===== src/rtl/mem_refill_ctrl.sv =====
// Cache block refill controller: fetches one block word by word from memory, streams
// each word to the cache, and aborts with fill_err if memory stops answering.
module mem_refill_ctrl #(
    parameter int ADDR_WIDTH = 11,
    parameter int DATA_WIDTH = 32,
    parameter int BLOCK_SIZE = 16,
    parameter int TIMEOUT    = 15
) (
    input  logic                          clk,
    input  logic                          rst_n,
    input  logic                          miss_req,
    input  logic [ADDR_WIDTH-1:0]         miss_addr,
    output logic                          req_ready,
    output logic                          mem_rd_en,
    output logic [ADDR_WIDTH-1:0]         mem_addr,
    input  logic                          mem_rd_valid,
    input  logic [DATA_WIDTH-1:0]         mem_rd_data,
    output logic                          fill_valid,
    output logic [$clog2(BLOCK_SIZE/(DATA_WIDTH/8))-1:0] fill_idx,
    output logic [DATA_WIDTH-1:0]         fill_data,
    output logic                          fill_done,
    output logic                          fill_err
);

    localparam int BYTES   = DATA_WIDTH / 8;
    localparam int WORDS   = BLOCK_SIZE / BYTES;
    localparam int WORD_W  = $clog2(WORDS);
    localparam int BYTE_SH = $clog2(BYTES);
    localparam int TO_W    = $clog2(TIMEOUT + 1);

    localparam logic [1:0] IDLE  = 2'd0;
    localparam logic [1:0] ISSUE = 2'd1;
    localparam logic [1:0] WAIT  = 2'd2;
    localparam logic [1:0] DONE  = 2'd3;

    logic [1:0]            state_q, state_d;
    logic [ADDR_WIDTH-1:0] base_q, base_d;
    logic [WORD_W-1:0]     word_q, word_d;
    logic [TO_W-1:0]       tcnt_q, tcnt_d;
    logic                  rd_en_q, rd_en_d;
    logic [ADDR_WIDTH-1:0] addr_q, addr_d;
    logic                  fvalid_q, fvalid_d;
    logic [WORD_W-1:0]     fidx_q, fidx_d;
    logic [DATA_WIDTH-1:0] fdata_q, fdata_d;
    logic                  done_q, done_d;
    logic                  err_q, err_d;
    logic                  load_addr;

    always_comb begin
        state_d   = state_q;
        base_d    = base_q;
        word_d    = word_q;
        tcnt_d    = tcnt_q;
        rd_en_d   = 1'b0;
        addr_d    = addr_q;
        fvalid_d  = 1'b0;
        fidx_d    = fidx_q;
        fdata_d   = fdata_q;
        done_d    = 1'b0;
        err_d     = 1'b0;
        load_addr = 1'b0;

        case (state_q)
            IDLE: begin
                if (miss_req) begin
                    base_d    = miss_addr & ~ADDR_WIDTH'(BLOCK_SIZE - 1);
                    word_d    = '0;
                    load_addr = 1'b1;
                    state_d   = ISSUE;
                end
            end
            ISSUE: begin
                tcnt_d  = '0;
                state_d = WAIT;
            end
            WAIT: begin
                // A response in the final allowed cycle still wins over the timeout.
                if (mem_rd_valid) begin
                    fvalid_d = 1'b1;
                    fidx_d   = word_q;
                    fdata_d  = mem_rd_data;
                    if (word_q == WORD_W'(WORDS - 1)) begin
                        state_d = DONE;
                    end else begin
                        word_d    = word_q + 1'b1;
                        load_addr = 1'b1;
                        state_d   = ISSUE;
                    end
                end else if (tcnt_q == TO_W'(TIMEOUT - 1)) begin
                    err_d   = 1'b1;
                    state_d = IDLE;
                end else begin
                    tcnt_d = tcnt_q + 1'b1;
                end
            end
            DONE: begin
                done_d  = 1'b1;
                state_d = IDLE;
            end
            default: state_d = IDLE;
        endcase

        // Strobe and address are registered on entry to ISSUE so they are valid during it.
        if (load_addr) begin
            rd_en_d = 1'b1;
            addr_d  = base_d + (ADDR_WIDTH'(word_d) << BYTE_SH);
        end
    end

    always_ff @(posedge clk) begin
        if (!rst_n) begin
            state_q  <= IDLE;
            base_q   <= '0;
            word_q   <= '0;
            tcnt_q   <= '0;
            rd_en_q  <= 1'b0;
            addr_q   <= '0;
            fvalid_q <= 1'b0;
            fidx_q   <= '0;
            fdata_q  <= '0;
            done_q   <= 1'b0;
            err_q    <= 1'b0;
        end else begin
            state_q  <= state_d;
            base_q   <= base_d;
            word_q   <= word_d;
            tcnt_q   <= tcnt_d;
            rd_en_q  <= rd_en_d;
            addr_q   <= addr_d;
            fvalid_q <= fvalid_d;
            fidx_q   <= fidx_d;
            fdata_q  <= fdata_d;
            done_q   <= done_d;
            err_q    <= err_d;
        end
    end

    assign req_ready  = (state_q == IDLE);
    assign mem_rd_en  = rd_en_q;
    assign mem_addr   = addr_q;
    assign fill_valid = fvalid_q;
    assign fill_idx   = fidx_q;
    assign fill_data  = fdata_q;
    assign fill_done  = done_q;
    assign fill_err   = err_q;

endmodule


===== config.mk =====
export PLATFORM = sky130hd
export DESIGN_NAME = mem_refill_ctrl
export DESIGN_NICKNAME = d
export VERILOG_FILES = /design/src/rtl/mem_refill_ctrl.sv
export SDC_FILE = /design/constraint.sdc
export NUM_CORES = 1
export LEC_CHECK = 0
export BUFFER_PORTS_ARGS = -buffer_cell sky130_fd_sc_hd__buf_4
export CAP_MARGIN = 20
export CORE_MARGIN = 2
export CORE_UTILIZATION = 40
export DETAILED_ROUTE_END_ITERATION = 10
export PLACE_DENSITY = 0.7
export SLEW_MARGIN = 20
export SYNTH_ARGS = -nofsm -noshare
export SYNTH_HDL_FRONTEND = slang
export SYNTH_SLANG_ARGS = --single-unit
export TNS_END_PERCENT = 5

===== constraint.sdc =====
create_clock -name clk -period 3.39 [get_ports clk]
set_input_delay 0.678 -clock clk [delete_from_list [all_inputs] [get_ports clk]]
set_output_delay 0.678 -clock clk [all_outputs]
set_load 0.02 [all_outputs]

==> flow_metrics.py, run 1 <==
metrics = {
    "route": {
        "drc": 0,
        "routed-via-count": 2422,
        "drt-pass1-iter-count": 4,
        "ant_nets": 0,
        "drt_iter0_markers": 107,
        "avgRoutedWirePerCell_um": 12.6,
        "vias_per_cell": 4.90,
        "wirelength_um": 6250,
    },
    "critical_path": {
        "crit_buf_inv": 1,
        "cp_cell_sequence": "and3b_1 > nand2_1 > o22ai_1 > nor2_1 > ha_1 > fa_1 > inv_1 > nor4_1 > or3_1 > a21oi_1",
        "path_max_fanout": 12,
        "setup.worst_path.start_class": "flop",
        "crit_slowest_cell": "dfxtp_1",
        "r2r_cells": 10,
        "cp.arrival_ns": 2.88,
        "path_class": "flop to flop",
        "crit_path_end_kind": "flop",
        "r2r-end": "mem_addr[8]",
        "slowest_delay_ns": 0.53,
        "reg2reg_from": "state_q[1]",
        "cp_top_family": "simple AND/OR/NAND/NOR gates",
        "required_ns": 3.65,
        "r2r_slack_ns": 0.77,
    },
    "die": {
        "io_pins": 97,
        "start_util_pct": 42.0,
        "rows": 29,
        "core_um2": 6420,
        "dieArea_um2": 7410,
        "fp.dieW_um": 86.1,
        "die_h_um": 86.1,
    },
    "flow_run": {
        "max-cap-violations": 0,
    },
    "worst_hold_path": {
        "holdPathEnd": "fill_data[20]",
        "hp-class": "flop to flop",
        "hold_start": "fill_data[20]",
        "holdPathStages": 2,
    },
    "finish": {
        "drive_above_1_share_pct": 28.5,
        "nets": 464,
        "diodes": 0,
        "fin_area_um2": 3620,
        "area_delta_synth_final_pct": 34.3,
    },
    "cts": {
        "cts_resized": 0,
        "cts_root_buf": "clkbuf_8",
        "clock-sinks": 68,
        "clockBufferDepth": 2,
        "cts.hold.buffers_added": 0,
        "clock_latency_ns": 0.33,
        "cts_setup_buffers": 0,
        "cts-htree-levels": 3,
        "path_clk_slew_ns": 0.07,
        "tritoncts.num_buffers": 9,
        "cts_tree": "built",
    },
    "pwr": {
        "ir_worst_vdd_mv": 0.309,
        "p_int_mw": 1.25,
        "power_density_nw_per_um2": 464,
        "p_sw_share_pct": 25.4,
        "leakage_nw": 1.49,
        "switching_power_mw": 0.427,
        "pwr-share-clk_pct": 38.4,
        "seq_power_share_pct": 50.1,
        "power_frac_comb_pct": 11.5,
        "p_total_mw": 1.68,
    },
    "yosys": {
        "ys_types": 41,
        "ys_ff_latch": 68,
        "synth_ff_type": "dfxtp_1",
        "yosysSeqAreaShare_pct": 50.5,
        "synthTopCellsByCount": "91 x nand2_1, 68 x dfxtp_1, 50 x a21oi_1",
        "synth_edf_count": 0,
        "yosys_warnings": 0,
        "synthArstFlopShare_pct": 0,
        "synth.most_common_cell": "nand2_1",
        "syn_inst": 324,
        "synth_area_leaders": "dfxtp_1 51%, nand2_1 13%, a21oi_1 9.3%",
        "yosysTopAreaCell": "dfxtp_1",
        "synth_fp_nets": 376,
        "syn_avg_cell_area_um2": 8.32,
        "synth_area_um2": 2700,
        "synth_top_cell_area_share_pct": 50.5,
    },
    "timing": {
        "final-hold-violation-count": 0,
        "period_minus_slack_ns": 2.62,
        "layout_setup_ws_ns": 0.771,
        "maxSlewViolCount": 0,
        "finalClockSkew_ns": 0.0101,
        "fmax_mhz": 382,
        "rsz0062_at_grt": "false",
        "slew_headroom_pct": 58.2,
        "fin_tns_setup_ns": 0,
        "worst_slew_pin_slew_ns": 0.625,
        "finalSetupViolations": 0,
        "fin_crit_sh_pct": 77.3,
    },
    "place": {
        "dp_slack_ns": 0.496,
        "port_buffers": 92,
        "dpl-instance-area_um2": 3430,
        "place_congestion": 0.756,
        "dp_hpwl_um": 4400,
    },
    "global_routing": {
        "overflow": 0,
        "grt_antenna_before_repair": 0,
        "grt_pass1_wl_um": 10200,
        "grt_max_degree": 59,
        "first_global_vias": 2261,
        "grt_usage_pct": 17.2,
    },
    "run_status": {
        "status": "finished clean",
    },
}
[cells by family after synthesis]
| group | Yosys count | share of synthesized area [%] |
|---|---|---|
| simple gates | 157 | 26.5 |
| flops | 68 | 50.5 |
| compound gates | 60 | 12.3 |
| buf+inv | 22 | 3.62 |
| mux | 7 | 2.79 |
| xor+xnor | 5 | 1.63 |
| fa+ha+maj | 5 | 2.60 |
[per-layer routing]
layer | GRT usage (%) | vias up | part of all wire, %
met5 | 0 | - | 0
met4 | 7.07 | 0 | 1.3
met3 | 8.08 | 7 | 11
met2 | 26.2 | 80 | 43
met1 | 20.9 | 1071 | 45
li1 | - | 1264 | -
[sequential cells by signal (all words and copies together), names as in the netlist]
register and flops:
fill_data 32, base_q 11, mem_addr 11, tcnt_q 4, fill_idx 2, state_q 2
word_q 2, fill_done 1, fill_err 1, fill_valid 1, mem_rd_en 1
[cell usage in the layout, fill, tap and decap left out, drive strengths merged, types with 4 or more instances in the layout]
| cell type | instances |
|---|---|
| clkbuf | 10 |
| or3 | 6 |
| nor2 | 15 |
| clkinv | 5 |
| and3 | 5 |
| ha | 4 |
| buf | 96 |
| dfxtp | 68 |
| a21oi | 50 |
| nand3 | 17 |
| mux2i | 6 |
| nand2 | 91 |
[final cells by class]
type | count | area [µm²]
clock buffer | 10 | 128
sequential | 68 | 1360
tap | 77 | 96.3
timing repair buffer | 96 | 721
multi-input combinational | 234 | 1240
clock inverter | 6 | 65.1
inverter | 3 | 11.3
fill | 619 | 2800
[how the worst max path moves through the flow]
stage	startpoint	endpoint	slack (ns)	cells past startpoint
2_1_floorplan	miss_req	mem_addr[8]	0.64	9
3_3_place_gp	miss_req	mem_addr[8]	0.51	9
3_5_place_dp	miss_req	mem_addr[8]	0.50	9
4_1_cts	state_q[0]	mem_addr[8]	0.78	8
5_1_grt	state_q[1]	mem_addr[8]	0.58	10
6_report	state_q[1]	mem_addr[8]	0.77	10
[stage by stage]
step                hold slack (ns)  std cells  utilization (%)
detailed placement            0.447        478             53.3
CTS                           0.458        494             56.3
floorplan                     0.437        324                -
global placement              0.442        478             53.3
finish                        0.456        494             56.3
global route                  0.473        494             56.3
[power by group through the flow]
stage	registers, mW	clock network [mW]	logic (mW)
after CTS	0.840	0.665	0.196
after floorplan	0.873	0	0.0940
after global routing	0.843	0.710	0.212
final	0.840	0.644	0.194
after global placement	0.858	0	0.193
after detailed placement	0.859	0	0.196
[worst min-delay path, stage by stage, from the launching register on]
cell and delay, ns:
dfxtp_1 0.31, nand2_1 0.05, a21oi_1 0.05
No activity file was read; power rests on OpenSTA's default activity.
==> run 2, diff against run 1 <==
ABC_AREA = 1   (was default)
PLACE_DENSITY = 0.69   (was 0.7)
clock period = 2.45 ns   (was 3.39 ns; I/O delays follow)
==> run 2 against run 1 <==
Net effect: hold slack got worse by 0.057 ns; routed wire length rose by 3.0%; power rose by 68%; largest power group unchanged; critical path depth rose by 3; clock power rose by 74%; maximum frequency rose by 16%; first-iteration DRC count rose by 34%; register-to-register slack got worse by 0.57 ns; combinational power rose to 2.6 times the previous value; cell area rose by 4.8%.
==> flow_metrics.py, run 2 <==
metrics = {
    "run_status": {
        "status": "finished clean",
    },
    "global_routing": {
        "grt_pass1_wl_um": 10400,
        "grt_max_degree": 37,
        "grt_antenna_before_repair": 0,
        "first_global_vias": 2227,
        "overflow": 0,
        "grt_usage_pct": 17.6,
    },
    "timing": {
        "fin_tns_setup_ns": 0,
        "slew_headroom_pct": 71.6,
        "fmax_mhz": 444,
        "maxSlewViolCount": 0,
        "worst_slew_pin_slew_ns": 0.425,
        "finalClockSkew_ns": 0.00718,
        "fin_crit_sh_pct": 92.0,
        "holdWs_ns": 0.399,
        "rsz0062_at_grt": "false",
        "period_minus_slack_ns": 2.25,
        "layout_setup_ws_ns": 0.196,
        "finalSetupViolations": 0,
        "final-hold-violation-count": 0,
    },
    "yosys": {
        "synth_edf_count": 0,
        "synth.most_common_cell": "nand2_1",
        "syn_avg_cell_area_um2": 7.81,
        "synth_area_um2": 2750,
        "synth-compound-area-share_pct": 12.5,
        "synthArstFlopShare_pct": 0,
        "yosysTopAreaCell": "dfxtp_1",
        "ys_types": 32,
        "synth-xor-area-share_pct": 0.955,
        "synthSimpleGateAreaFrac_pct": 27.4,
        "synth_top_cell_area_share_pct": 49.5,
        "synth_fa_ha_area_share_pct": 2.55,
        "ys_ff_latch": 68,
        "synth_top_family_by_area": "simple AND/OR/NAND/NOR gates",
        "synth_area_leaders": "dfxtp_1 49%, nand2_1 13%, a21oi_1 7.3%",
        "synth_mux_area_share_pct": 0,
        "yosysSeqAreaShare_pct": 49.5,
        "synth_ff_type": "dfxtp_1",
        "syn_inst": 352,
        "yosys_warnings": 0,
        "synthTopCellsByCount": "96 x nand2_1, 68 x dfxtp_1, 40 x a21oi_1",
        "synth_fp_nets": 404,
    },
    "route": {
        "routed-wl-met3_um": 322,
        "wl_met1_um": 2790,
        "routed-via-count": 2510,
        "drt-pass1-iter-count": 4,
        "ant_nets": 0,
        "highest_layer": "met4",
        "avgRoutedWirePerCell_um": 12.1,
        "drc": 0,
        "vias_per_cell": 4.71,
        "met2_length_um": 3230,
        "wirelength_um": 6430,
        "drt_iter0_markers": 143,
    },
    "worst_hold_path": {
        "holdPathEnd": "fill_data[15]",
        "holdPathStages": 3,
        "hold_start": "mem_rd_data[15]",
        "hp-class": "input pin to flop",
    },
    "cts": {
        "path_clk_slew_ns": 0.08,
        "cts_resized": 0,
        "cts.hold.buffers_added": 0,
        "cts_root_buf": "clkbuf_8",
        "clockBufferDepth": 2,
        "clock_latency_ns": 0.34,
        "cts-htree-levels": 3,
        "clock-sinks": 68,
        "cts_tree": "built",
        "cts_setup_buffers": 0,
        "tritoncts.num_buffers": 9,
    },
    "critical_path": {
        "cp.arrival_ns": 2.49,
        "critPathLaunch": "state_q[0]",
        "path_max_fanout": 6,
        "path_class": "flop to flop",
        "required_ns": 2.68,
        "crit_path_end_kind": "flop",
        "reg2reg_from": "state_q[0]",
        "r2r-end": "mem_addr[10]",
        "r2r_slack_ns": 0.20,
        "r2r_cells": 13,
        "setup.worst_path.start_class": "flop",
    },
    "die": {
        "start_util_pct": 40.9,
        "core_um2": 6720,
        "io_pins": 97,
        "die_h_um": 86.9,
        "dieArea_um2": 7550,
        "rows": 30,
        "fp.dieW_um": 86.9,
    },
    "finish": {
        "layout_common_cells": "98 x buf_4, 96 x nand2_1, 67 x dfxtp_1, 40 x a21oi_1, 30 x nor2_1",
        "largest_reg_flops": 32,
        "area_delta_synth_final_pct": 37.9,
        "diodes": 0,
        "drive_above_1_share_pct": 31.3,
        "fin_area_um2": 3790,
        "nets": 500,
        "n_fill_cell": 646,
        "final_common_cell": "buf_4",
    },
    "place": {
        "dp_slack_ns": 0.0201,
        "dpl-instance-area_um2": 3530,
        "place_congestion": 0.834,
        "port_buffers": 92,
        "dp_hpwl_um": 4470,
    },
    "pwr": {
        "p_total_mw": 2.82,
        "power_density_nw_per_um2": 744,
        "leakage_nw": 1.74,
        "ir_worst_vdd_mv": 0.361,
    },
    "flow_run": {
        "max-cap-violations": 0,
    },
}
## run 2: cell count changes after synthesis, sizes merged, moves of 3 or more
cell / change
inv: +28
nor2: +21
nand2: +14
o21ai: +14
a21oi: -9
clkbuf: -9
mux2i: -6
or3: -6
and3: -5
buf: +5
o21bai: +3
## run 2: power by group
part | switching [mW] | total, mW | internal [mW]
combinational | 0.293 | 0.495 | 0.201
sequential | 0.0338 | 1.20 | 1.17
clock | 0.421 | 1.12 | 0.703
## run 2: routing by layer
metal  GRT usage [%]  vias to the layer above
met3            4.74                        7
li1                -                     1307
met1            22.1                     1137
met5               0                        -
met2            28.5                       59
met4            7.67                        0
## run 2: how the worst max path moves through the flow
stage	endpoint	slack (ns)	cells past startpoint
6_report	mem_addr[10]	0.20	13
2_1_floorplan	mem_addr[6]	0.17	13
3_5_place_dp	mem_addr[10]	0.02	13
4_1_cts	mem_addr[10]	0.13	13
3_3_place_gp	mem_addr[10]	0.05	13
5_1_grt	mem_addr[9]	0.006	15
## run 2: final cells by class
cell class                      count  area, µm²  area share (%)
Sequential cell                    68       1360            35.9
Inverter                           31        116            3.07
Multi-Input combinational cell    238       1200            31.6
Clock buffer                       10        138            3.63
Tap cell                           80        100            2.64
Clock inverter                      6        111            2.94
Timing Repair Buffer              100        767            20.2
## run 2: cells by family after synthesis
group / count (synthesis)
compound gates: 61
xor+xnor: 3
buf+inv: 46
flops: 68
simple gates: 169
fa+ha+maj: 5
## run 2: critical path, cell delays in order (launching register included)
cell	delay (ns)
dfxtp_2	0.39
nor2_4	0.07
nand2_4	0.06
inv_2	0.04
or2_2	0.26
and2_1	0.18
ha_1	0.23
fa_1	0.41
nand3_1	0.15
nor2_4	0.07
nand3_1	0.10
nand2_1	0.05
nor2_1	0.10
nor2_1	0.05
## run 2: stage by stage
| step | utilization (%) | cells |
|---|---|---|
| 2_1_floorplan | - | 352 |
| 3_3_place_gp | 52.6 | 517 |
| 3_5_place_dp | 52.6 | 517 |
| 4_1_cts | 56.3 | 533 |
| 5_1_grt | 56.5 | 533 |
| 6_report | 56.5 | 533 |
==> run 3, diff against run 2 <==
CELL_PAD_IN_SITES_DETAIL_PLACEMENT = 1   (was default)
CELL_PAD_IN_SITES_GLOBAL_PLACEMENT = 2   (was default)
CORE_UTILIZATION = 27   (was 40)
PLACE_DENSITY = 0.82   (was 0.69)
==> run 3 against run 2 <==
Net effect: first-iteration DRC count is 49% lower; hold slack worse by 0.0059 ns; clock-buffer cell count is 1 lower; register-to-register slack worse by 0.08 ns; sequential power hardly changed; non-clock buffer count is 1 lower; combinational power hardly changed; clock skew is 0.00051 ns lower; routed wire length is 23% higher; via count is 2.1% higher; cell area is 1.7% higher.
==> flow_metrics.py, run 3 (synthesis results as in run 2) <==
metrics = {
    "run_status": {
        "status": "finished clean",
    },
    "critical_path": {
        "path_max_fanout": 6,
        "r2r_slack_ns": 0.11,
        "reg2reg_from": "state_q[0]",
        "required_ns": 2.68,
        "crit_path_end_kind": "flop",
        "r2r_cells": 13,
        "setup.worst_path.start_class": "flop",
        "cp.arrival_ns": 2.57,
        "critPathCapture": "mem_addr[10]",
        "path_class": "flop to flop",
        "r2r-end": "mem_addr[10]",
        "critPathLaunch": "state_q[0]",
    },
    "finish": {
        "nets": 499,
        "final_util_pct": 39.3,
        "area_delta_synth_final_pct": 40.3,
        "largest_reg_flops": 32,
        "layout_common_cells": "98 x buf_4, 96 x nand2_1, 67 x dfxtp_1, 40 x a21oi_1, 30 x nor2_1",
        "diodes": 0,
        "n_fill_cell": 1234,
        "fin_area_um2": 3860,
        "final_common_cell": "buf_4",
        "drive_above_1_share_pct": 31.4,
    },
    "timing": {
        "worst_slew_pin_slew_ns": 0.452,
        "finalSetupViolations": 0,
        "slew_headroom_pct": 69.8,
        "final-hold-violation-count": 0,
        "fmax_mhz": 428,
        "period_minus_slack_ns": 2.34,
        "holdWs_ns": 0.393,
        "maxSlewViolCount": 0,
        "fin_tns_setup_ns": 0,
        "fin_crit_sh_pct": 95.3,
        "finalClockSkew_ns": 0.00667,
        "rsz0062_at_grt": "true",
    },
    "cts": {
        "cts_resized": 0,
        "path_clk_slew_ns": 0.08,
        "cts_setup_buffers": 0,
        "cts_tree": "built",
        "tritoncts.num_buffers": 9,
        "cts-htree-levels": 3,
        "clockBufferDepth": 2,
        "clock_latency_ns": 0.35,
        "cts.hold.buffers_added": 0,
        "cts_root_buf": "clkbuf_8",
        "clock-sinks": 68,
    },
    "place": {
        "place_congestion": 0.783,
        "port_buffers": 92,
        "dpl-instance-area_um2": 3580,
        "dp_hpwl_um": 5570,
    },
    "global_routing": {
        "grt_antenna_before_repair": 0,
        "grt_max_degree": 37,
        "overflow": 0,
        "first_global_vias": 2574,
        "grt_usage_pct": 14.7,
        "grt_pass1_wl_um": 12900,
    },
    "route": {
        "wirelength_um": 7930,
        "drt-pass1-iter-count": 4,
        "routed-via-count": 2562,
        "drc": 0,
        "avgRoutedWirePerCell_um": 13.6,
        "drt_iter0_markers": 73,
        "vias_per_cell": 4.38,
        "ant_nets": 0,
    },
    "flow_run": {
        "max-cap-violations": 0,
    },
    "pwr": {
        "leakage_nw": 1.74,
        "p_total_mw": 2.94,
        "ir_worst_vdd_mv": 0.277,
        "power_density_nw_per_um2": 762,
    },
    "die": {
        "io_pins": 97,
        "fp.dieW_um": 105,
        "rows": 36,
        "dieArea_um2": 11000,
        "core_um2": 9820,
        "die_h_um": 105,
        "start_util_pct": 28.0,
    },
    "worst_hold_path": {
        "hp-class": "input pin to flop",
    },
}
-- run 3: cell count changes in the layout (fill, tap and decap cells not counted), sizes merged --
| cell | before | now |
|---|---|---|
| buf | 100 | 99 |
| clkinvlp | 1 | 0 |
| clkinv | 2 | 3 |
| bufinv | 3 | 4 |
| clkbuf | 10 | 9 |
-- run 3: how the worst min path moves through the flow --
stage / to / start / cells after the start
6_report: fill_data[12] / mem_rd_data[12] / 3
5_1_grt: fill_data[13] / mem_rd_data[13] / 3
2_1_floorplan: base_q[0] / base_q[0] / 2
3_3_place_gp: base_q[0] / base_q[0] / 2
4_1_cts: fill_data[12] / mem_rd_data[12] / 3
3_5_place_dp: base_q[1] / base_q[1] / 2
-- run 3: power by group --
part           switching, mW  leakage (nW)  internal (mW)
registers             0.0383         0.553           1.17
clock network          0.455         0.133          0.778
logic                  0.303          1.05          0.195
-- run 3: cell type report --
type / count / area, µm² / area share (%)
Multi-Input combinational cell: 238 / 1200 / 31.1
Clock buffer: 9 / 124 / 3.21
Sequential cell: 68 / 1360 / 35.3
Tap cell: 133 / 166 / 4.31
Timing Repair Buffer: 99 / 751 / 19.5
Inverter: 31 / 116 / 3.02
Clock inverter: 7 / 139 / 3.60
-- run 3: per-layer routing --
layer / global-route usage, % / vias up / share of wire (%)
li1: - / 1299 / -
met1: 18.0 / 1202 / 45
met2: 25.1 / 51 / 50
met3: 3.74 / 10 / 4.0
met4: 4.86 / 0 / 1.3
met5: 0 / - / 0
-- run 3: through the flow --
stage          cells  setup WS (ns)
3_3_place_gp     569         0.0243
5_1_grt          585        -0.0295
4_1_cts          585         0.0485
2_1_floorplan    352          0.171
3_5_place_dp     569        0.00459
6_report         585          0.115
-- run 3: critical path, stage by stage (launching register included) --
cell and delay (ns):
dfxtp_1 0.44, nor2_4 0.08, nand2_4 0.06, inv_2 0.05
or2_2 0.27, and2_1 0.19, ha_1 0.24, fa_1 0.45
nand3_2 0.11, nor2_4 0.06, nand3_1 0.09, nand2_1 0.05
nor2_1 0.11, nor2_1 0.05
